`config.mk`:
```
export PLATFORM = sky130hd
export DESIGN_NAME = instruction_fetch_queue_flat
export DESIGN_NICKNAME = d
export VERILOG_FILES = /design/src/rtl/instruction_fetch_queue_pkg.sv /design/src/rtl/instruction_fetch_queue_if.sv /design/src/rtl/instruction_fetch_queue_storage.sv /design/src/rtl/instruction_fetch_queue.sv /design/src/flat_wrapper.sv
export SDC_FILE = /design/constraint.sdc
export NUM_CORES = 1
export LEC_CHECK = 0
export CAP_MARGIN = 15
export CORE_ASPECT_RATIO = 1.2
export CORE_UTILIZATION = 57
export CTS_CLUSTER_DIAMETER = 100
export DETAILED_ROUTE_END_ITERATION = 7
export DONT_BUFFER_PORTS = 1
export GPL_ROUTABILITY_DRIVEN = 0
export PLACE_DENSITY = 0.74
export SYNTH_ARGS = -nofsm -noshare
export SYNTH_HDL_FRONTEND = slang
export SYNTH_SLANG_ARGS = --single-unit
```
`constraint.sdc`:
```
create_clock -name Clock -period 6.05 [get_ports Clock]
set_clock_uncertainty 0.1 [all_clocks]
set_input_delay 1.21 -clock Clock [delete_from_list [all_inputs] [get_ports Clock]]
set_output_delay 1.21 -clock Clock [all_outputs]
set_load 0.02 [all_outputs]
```
`src/rtl/instruction_fetch_queue_pkg.sv`:
```
// Shared types and constants for the instruction fetch queue.
//   NOP_WORD_DEFAULT : instruction shown to decode when the queue is empty
//   PC_STEP          : byte distance to the next sequential instruction
//   fetch_entry_t    : one queued {pc, instr} pair
package fetch_pkg;
  localparam logic [31:0] NOP_WORD_DEFAULT = 32'h0000_0000;
  localparam logic [31:0] PC_STEP          = 32'd4;

  typedef struct packed {
    logic [31:0] pc;
    logic [31:0] instr;
  } fetch_entry_t;
endpackage

```
`src/rtl/instruction_fetch_queue_if.sv`:
```
// Fetch/decode handshake bundle for instruction_fetch_queue.
//   master : fetch + decode side (drives PCIn/Instruction/FetchValid/DecodeReady/Flush)
//   slave  : the queue (drives PCWrite and the head-entry outputs plus Count)
interface instruction_fetch_queue_if #(parameter int DEPTH = 2);
  localparam int CW = $clog2(DEPTH) + 1;

  logic [31:0]   PCIn;
  logic [31:0]   Instruction;
  logic          FetchValid;
  logic          PCWrite;
  logic          DecodeReady;
  logic          Flush;
  logic [31:0]   OutPC;
  logic [31:0]   OutPCPlus4;
  logic [31:0]   OutInstruction;
  logic          OutValid;
  logic [CW-1:0] Count;

  modport master (
    output PCIn, Instruction, FetchValid, DecodeReady, Flush,
    input  PCWrite, OutPC, OutPCPlus4, OutInstruction, OutValid, Count
  );

  modport slave (
    input  PCIn, Instruction, FetchValid, DecodeReady, Flush,
    output PCWrite, OutPC, OutPCPlus4, OutInstruction, OutValid, Count
  );
endinterface

```
`src/rtl/instruction_fetch_queue_storage.sv`:
```
// fetch_queue_storage: DEPTH x 64-bit entry array for the fetch queue.
//   Clock         : write clock
//   we/waddr/wdata: synchronous write port
//   raddr/rdata   : asynchronous read port (head entry)
// Contents are not reset; the top masks the read data whenever the queue is empty.
module fetch_queue_storage
  import fetch_pkg::*;
#(
  parameter int DEPTH = 2,
  parameter int PW    = $clog2(DEPTH)
) (
  input  logic          Clock,
  input  logic          we,
  input  logic [PW-1:0] waddr,
  input  fetch_entry_t  wdata,
  input  logic [PW-1:0] raddr,
  output fetch_entry_t  rdata
);
  fetch_entry_t mem [DEPTH];

  always_ff @(posedge Clock) begin
    if (we) mem[waddr] <= wdata;
  end

  assign rdata = mem[raddr];
endmodule

```
`src/rtl/instruction_fetch_queue.sv`:
```
// instruction_fetch_queue: fetch-to-decode FIFO sitting right after the PC.
//   Clock, Reset : rising-edge clock, async active-low reset
//   bus (slave)  : PCIn/Instruction/FetchValid in, PCWrite out (PC enable),
//                  DecodeReady/Flush in, OutPC/OutPCPlus4/OutInstruction/OutValid/Count out
//   StallCount   : only with INSTRUCTION_FETCH_QUEUE_STATS_EN; saturating count of
//                  cycles where a valid fetch was refused because the queue was full
// Flush beats everything: pointers and count clear at the next edge and any
// same-cycle enqueue/dequeue is dropped. PCWrite depends only on registered count.
module instruction_fetch_queue
  import fetch_pkg::*;
#(
  parameter int          DEPTH    = 2,
  parameter logic [31:0] NOP_WORD = NOP_WORD_DEFAULT
) (
  input  logic                      Clock,
  input  logic                      Reset,
  instruction_fetch_queue_if.slave  bus
`ifdef INSTRUCTION_FETCH_QUEUE_STATS_EN
  ,
  output logic [15:0]               StallCount
`endif
);
  localparam int PW = $clog2(DEPTH);
  localparam int CW = PW + 1;

  logic [PW-1:0] wr_ptr, rd_ptr;
  logic [CW-1:0] count;
  logic          full, empty, enq, deq;
  fetch_entry_t  wr_entry, head;
  logic [31:0]   out_pc;

  assign full  = (count == CW'(DEPTH));
  assign empty = (count == '0);
  assign enq   = bus.FetchValid && !full && !bus.Flush;
  assign deq   = !empty && bus.DecodeReady && !bus.Flush;

  always_ff @(posedge Clock or negedge Reset) begin
    if (!Reset) begin
      wr_ptr <= '0;
      rd_ptr <= '0;
      count  <= '0;
    end else if (bus.Flush) begin
      wr_ptr <= '0;
      rd_ptr <= '0;
      count  <= '0;
    end else begin
      if (enq) wr_ptr <= wr_ptr + 1'b1;
      if (deq) rd_ptr <= rd_ptr + 1'b1;
      case ({enq, deq})
        2'b10:   count <= count + 1'b1;
        2'b01:   count <= count - 1'b1;
        default: count <= count;
      endcase
    end
  end

  assign wr_entry = '{pc: bus.PCIn, instr: bus.Instruction};

  fetch_queue_storage #(.DEPTH(DEPTH)) u_storage (
    .Clock (Clock),
    .we    (enq),
    .waddr (wr_ptr),
    .wdata (wr_entry),
    .raddr (rd_ptr),
    .rdata (head)
  );

  // Empty queue presents a NOP at PC 0 so decode never sees stale storage.
  assign out_pc             = empty ? 32'h0 : head.pc;
  assign bus.OutPC          = out_pc;
  assign bus.OutPCPlus4     = out_pc + PC_STEP;
  assign bus.OutInstruction = empty ? NOP_WORD : head.instr;
  assign bus.OutValid       = !empty;
  assign bus.PCWrite        = !full;
  assign bus.Count          = count;

`ifdef INSTRUCTION_FETCH_QUEUE_STATS_EN
  always_ff @(posedge Clock or negedge Reset) begin
    if (!Reset)
      StallCount <= '0;
    else if (bus.FetchValid && full && !bus.Flush && StallCount != 16'hFFFF)
      StallCount <= StallCount + 16'd1;
  end
`endif
endmodule

```
`src/flat_wrapper.sv`:
```
// flat-port wrapper written by rule: the top's interface ports become plain ports
module instruction_fetch_queue_flat import fetch_pkg::*;
#(
  parameter int          DEPTH    = 2,
  parameter logic [31:0] NOP_WORD = NOP_WORD_DEFAULT
)
  (Clock, Reset, bus_PCIn, bus_Instruction, bus_FetchValid, bus_DecodeReady, bus_Flush, bus_PCWrite, bus_OutPC, bus_OutPCPlus4, bus_OutInstruction, bus_OutValid, bus_Count);
  instruction_fetch_queue_if #(.DEPTH(DEPTH)) bus_i ();
  input  logic Clock;
  input  logic Reset;
  input wire logic [$bits(bus_i.PCIn)-1:0] bus_PCIn;
  input wire logic [$bits(bus_i.Instruction)-1:0] bus_Instruction;
  input wire logic [$bits(bus_i.FetchValid)-1:0] bus_FetchValid;
  input wire logic [$bits(bus_i.DecodeReady)-1:0] bus_DecodeReady;
  input wire logic [$bits(bus_i.Flush)-1:0] bus_Flush;
  output wire logic [$bits(bus_i.PCWrite)-1:0] bus_PCWrite;
  output wire logic [$bits(bus_i.OutPC)-1:0] bus_OutPC;
  output wire logic [$bits(bus_i.OutPCPlus4)-1:0] bus_OutPCPlus4;
  output wire logic [$bits(bus_i.OutInstruction)-1:0] bus_OutInstruction;
  output wire logic [$bits(bus_i.OutValid)-1:0] bus_OutValid;
  output wire logic [$bits(bus_i.Count)-1:0] bus_Count;
  assign bus_i.PCIn = bus_PCIn;
  assign bus_i.Instruction = bus_Instruction;
  assign bus_i.FetchValid = bus_FetchValid;
  assign bus_i.DecodeReady = bus_DecodeReady;
  assign bus_i.Flush = bus_Flush;
  assign bus_PCWrite = bus_i.PCWrite;
  assign bus_OutPC = bus_i.OutPC;
  assign bus_OutPCPlus4 = bus_i.OutPCPlus4;
  assign bus_OutInstruction = bus_i.OutInstruction;
  assign bus_OutValid = bus_i.OutValid;
  assign bus_Count = bus_i.Count;
  instruction_fetch_queue #(.DEPTH(DEPTH), .NOP_WORD(NOP_WORD)) u_core (.Clock(Clock), .Reset(Reset), .bus(bus_i));
endmodule
```
==> reports/qor.yml <==
grt:
  grt-ovfl-total: 0
  track_usage_pct: 20.7
  grt_antenna_before_repair: 0
  grt_max_degree: 77
  grt_pass1_vias: 3306
  grt_pass1_wl_mm: 16.4
route:
  drt_iter0_drc: 169
  firstDrtPassIters: 4
  vias_per_cell: 5.91
  wl_met1_mm: 3.91
  remaining_drc_errors: 0
  highest_layer: "met4"
  wl_met3_mm: 1.26
  wirelength_mm: 11.1
  antenna_left: 0
  vias: 3232
  detail_route.wl_per_cell_um: 20.4
  met2_length_mm: 5.77
floorplanning:
  dieArea_um2: 11100
  num_rows: 40
  die_y_um: 115
  dieWidth_um: 96.3
  core-area_um2: 10200
  pin_count: 169
  initial_core_util_pct: 59.5
worst_setup_path:
  crit_type: "register to output port"
  crit_slowest_cell: "buf_4"
  cp.arrival_ns: 3.83
  regToRegSetupSlack_ns: 3.49
  regToRegStartpoint: "u_core.bus.Count[0]"
  start_kind: "register"
  worst_r2r_path_depth: 4
  crit_chain: "buf_4, mux2i_1, nor2_1, nand3_4, nor4_2, xor2_1"
  cp.required_ns: 4.74
  end_kind: "output port"
  max_stage_delay_ns: 0.76
  reg2reg_to: "u_core.u_storage.mem[1][16]"
  path_max_fanout: 54
layout:
  drive_above_1_share_pct: 16.9
  antenna_cells: 0
  fillers: 735
  stdcell_count: 547
  fin_util_pct: 66.0
  area_growth_pct: 10.8
  fin_nets: 478
min_path:
  min_path_type: "input port to asynchronous set/reset pin"
sta:
  hold_slack_ns: 0.392
  worst_pin_slew_ns: 0.935
  setup_viol: 0
  finalCritPeriodShare_pct: 84.9
  setup_tns_ns: 0
  drv_slew: 0
  fin_crit_ns: 5.14
  hold_viol_final: 0
  fmax_mhz: 195
  rsz0062_at_grt: "no"
  slew_headroom_pct: 37.7
clock_network:
  cts_tree: "yes"
  cts_htree_levels: 4
  path_clk_slew_ns: 0.06
  clockBufferDepth: 2
  clk_latency_ns: 0.41
  root_buffer: "clkbuf_16"
  cts_setup_buffers: 0
  cts_hold_buf: 0
  cts_sinks: 132
  cts_buffers: 17
  cts-resized-gates: 0
power:
  p_int_mw: 1.75
  p_sw_share_pct: 24.7
  power_density_nw_per_um2: 345
  p_seq_share_pct: 46.1
  combinationalPowerShare_pct: 10.8
  switchingPower_mw: 0.575
  p_total_mw: 2.33
  power_leakage_nw: 2.21
  peakVddDrop_mv: 0.260
  clock_power_share_pct: 43.1
logic_synthesis:
  async_flop_share_pct: 3.03
  synth_edf_count: 128
  yosysWarnings: 0
  ys_ff_latch: 132
  ys_seq_area_share_pct: 64.9
  postSynthAreaPerCell_um2: 15.0
  synthCells: 404
  ys_types: 42
  synth_nets: 474
  synth-main-ff-cell: "edfxtp_1"
  syn_area_um2: 6080
place:
  place_inst: 515
  port_buffers: 0
  dpl.hpwl_mm: 7.54
job:
  drv_cap: 0
outcome:
  run_status: "completed"
## worst max-delay path, delay by kind of cell, from the launching register on
family	cells	cell delay, ns
flip-flops	1	0.70
AND/OR/NAND/NOR	3	1.23
buffers and inverters	1	0.76
XOR/XNOR	1	0.42
multiplexers	1	0.24
## cell usage after synthesis (all sizes together), types with 2 or more instances
cell    count  area share (%)
nand2      12            0.74
a211oi      7             2.0
nor4        8             1.6
edfxtp    128              63
nor2       71             4.6
mux2i      64              11
nand3b      9             2.1
buf        17             2.2
xnor2      10             1.4
clkbuf      2            0.19
nand3      16             2.0
nor3b       2            0.25
nor3       11             1.3
dfrtp       4             1.6
o21ai       3            0.25
a21oi       2            0.16
inv         5            0.31
xor2       20             2.9
nand4       5             1.0
## per-layer routing
| layer | global-route usage (%) | vias up |
|---|---|---|
| li1 | - | 1498 |
| met4 | 9.95 | 0 |
| met1 | 20.4 | 1575 |
| met2 | 35.8 | 140 |
| met3 | 10.3 | 19 |
| met5 | 0 | - |
## flip-flops by register name, summed over array words and instances, names as in the netlist
signal and flops:
u_core.u_storage.mem 128, u_core.bus.Count 2, u_core.rd_ptr 1, u_core.wr_ptr 1
## how the worst max path moves through the flow
stage                       start            endpoint  depth (start not counted)
floorplan           u_core.rd_ptr  bus_OutPCPlus4[20]                         13
detailed placement  u_core.rd_ptr  bus_OutPCPlus4[31]                          6
CTS                 u_core.rd_ptr  bus_OutPCPlus4[31]                          6
global placement    u_core.rd_ptr  bus_OutPCPlus4[21]                          6
finish              u_core.rd_ptr  bus_OutPCPlus4[31]                          6
global route        u_core.rd_ptr  bus_OutPCPlus4[29]                          6
## logic make-up (layout without fill, tap and decap cells)
group / count (synthesis) / after routing / synth area share, %
AND/OR/NAND/NOR: 137 / 137 / 14.0
flip-flops: 132 / 132 / 64.9
multiplexers: 65 / 65 / 10.8
XOR/XNOR: 30 / 30 / 4.32
buffers and inverters: 24 / 41 / 2.68
AO/OA/AOI/OAI: 15 / 15 / 3.15
adder cells (fa/ha/maj): 1 / 1 / 0.206
## layout by cell type, fill, tap and decap left out, types with 4 or more instances in the layout
master / n
edfxtp_1: 128
xor2_1: 20
nor2_1: 68
clkinv_1: 4
nand2_1: 12
buf_4: 4
nand3b_4: 5
mux2i_1: 63
nor4_2: 8
nand3b_1: 4
inv_1: 5
nand3_1: 11
a211oi_4: 5
nor3_1: 7
clkbuf_16: 17
xnor2_1: 10
## layout make-up
| class | count | area (um2) | area share, % |
|---|---|---|---|
| sequential | 132 | 3950 | 58.6 |
| inverter | 5 | 18.8 | 0.279 |
| tap | 126 | 158 | 2.34 |
| clock inverter | 15 | 164 | 2.43 |
| multi-input combinational | 248 | 1990 | 29.6 |
| clock buffer | 17 | 425 | 6.31 |
| timing repair buffer | 4 | 30.0 | 0.446 |
## metrics by stage
step                cell area [um2]  setup WS, ns
floorplan                      6090          1.34
global placement               6150          1.39
detailed placement             6150          1.33
CTS                            6740         0.896
global route                   6740         0.681
finish                         6740         0.911
## power groups by stage
stage / combinational, mW / sequential (mW) / clock [mW]
floorplan: 0.235 / 1.08 / 0
CTS: 0.254 / 1.07 / 1.02
detailed placement: 0.254 / 1.09 / 0
finish: 0.252 / 1.07 / 1.00
global placement: 0.252 / 1.09 / 0
global route: 0.271 / 1.08 / 1.05
Note: power is estimated with default switching activity, not from simulation.
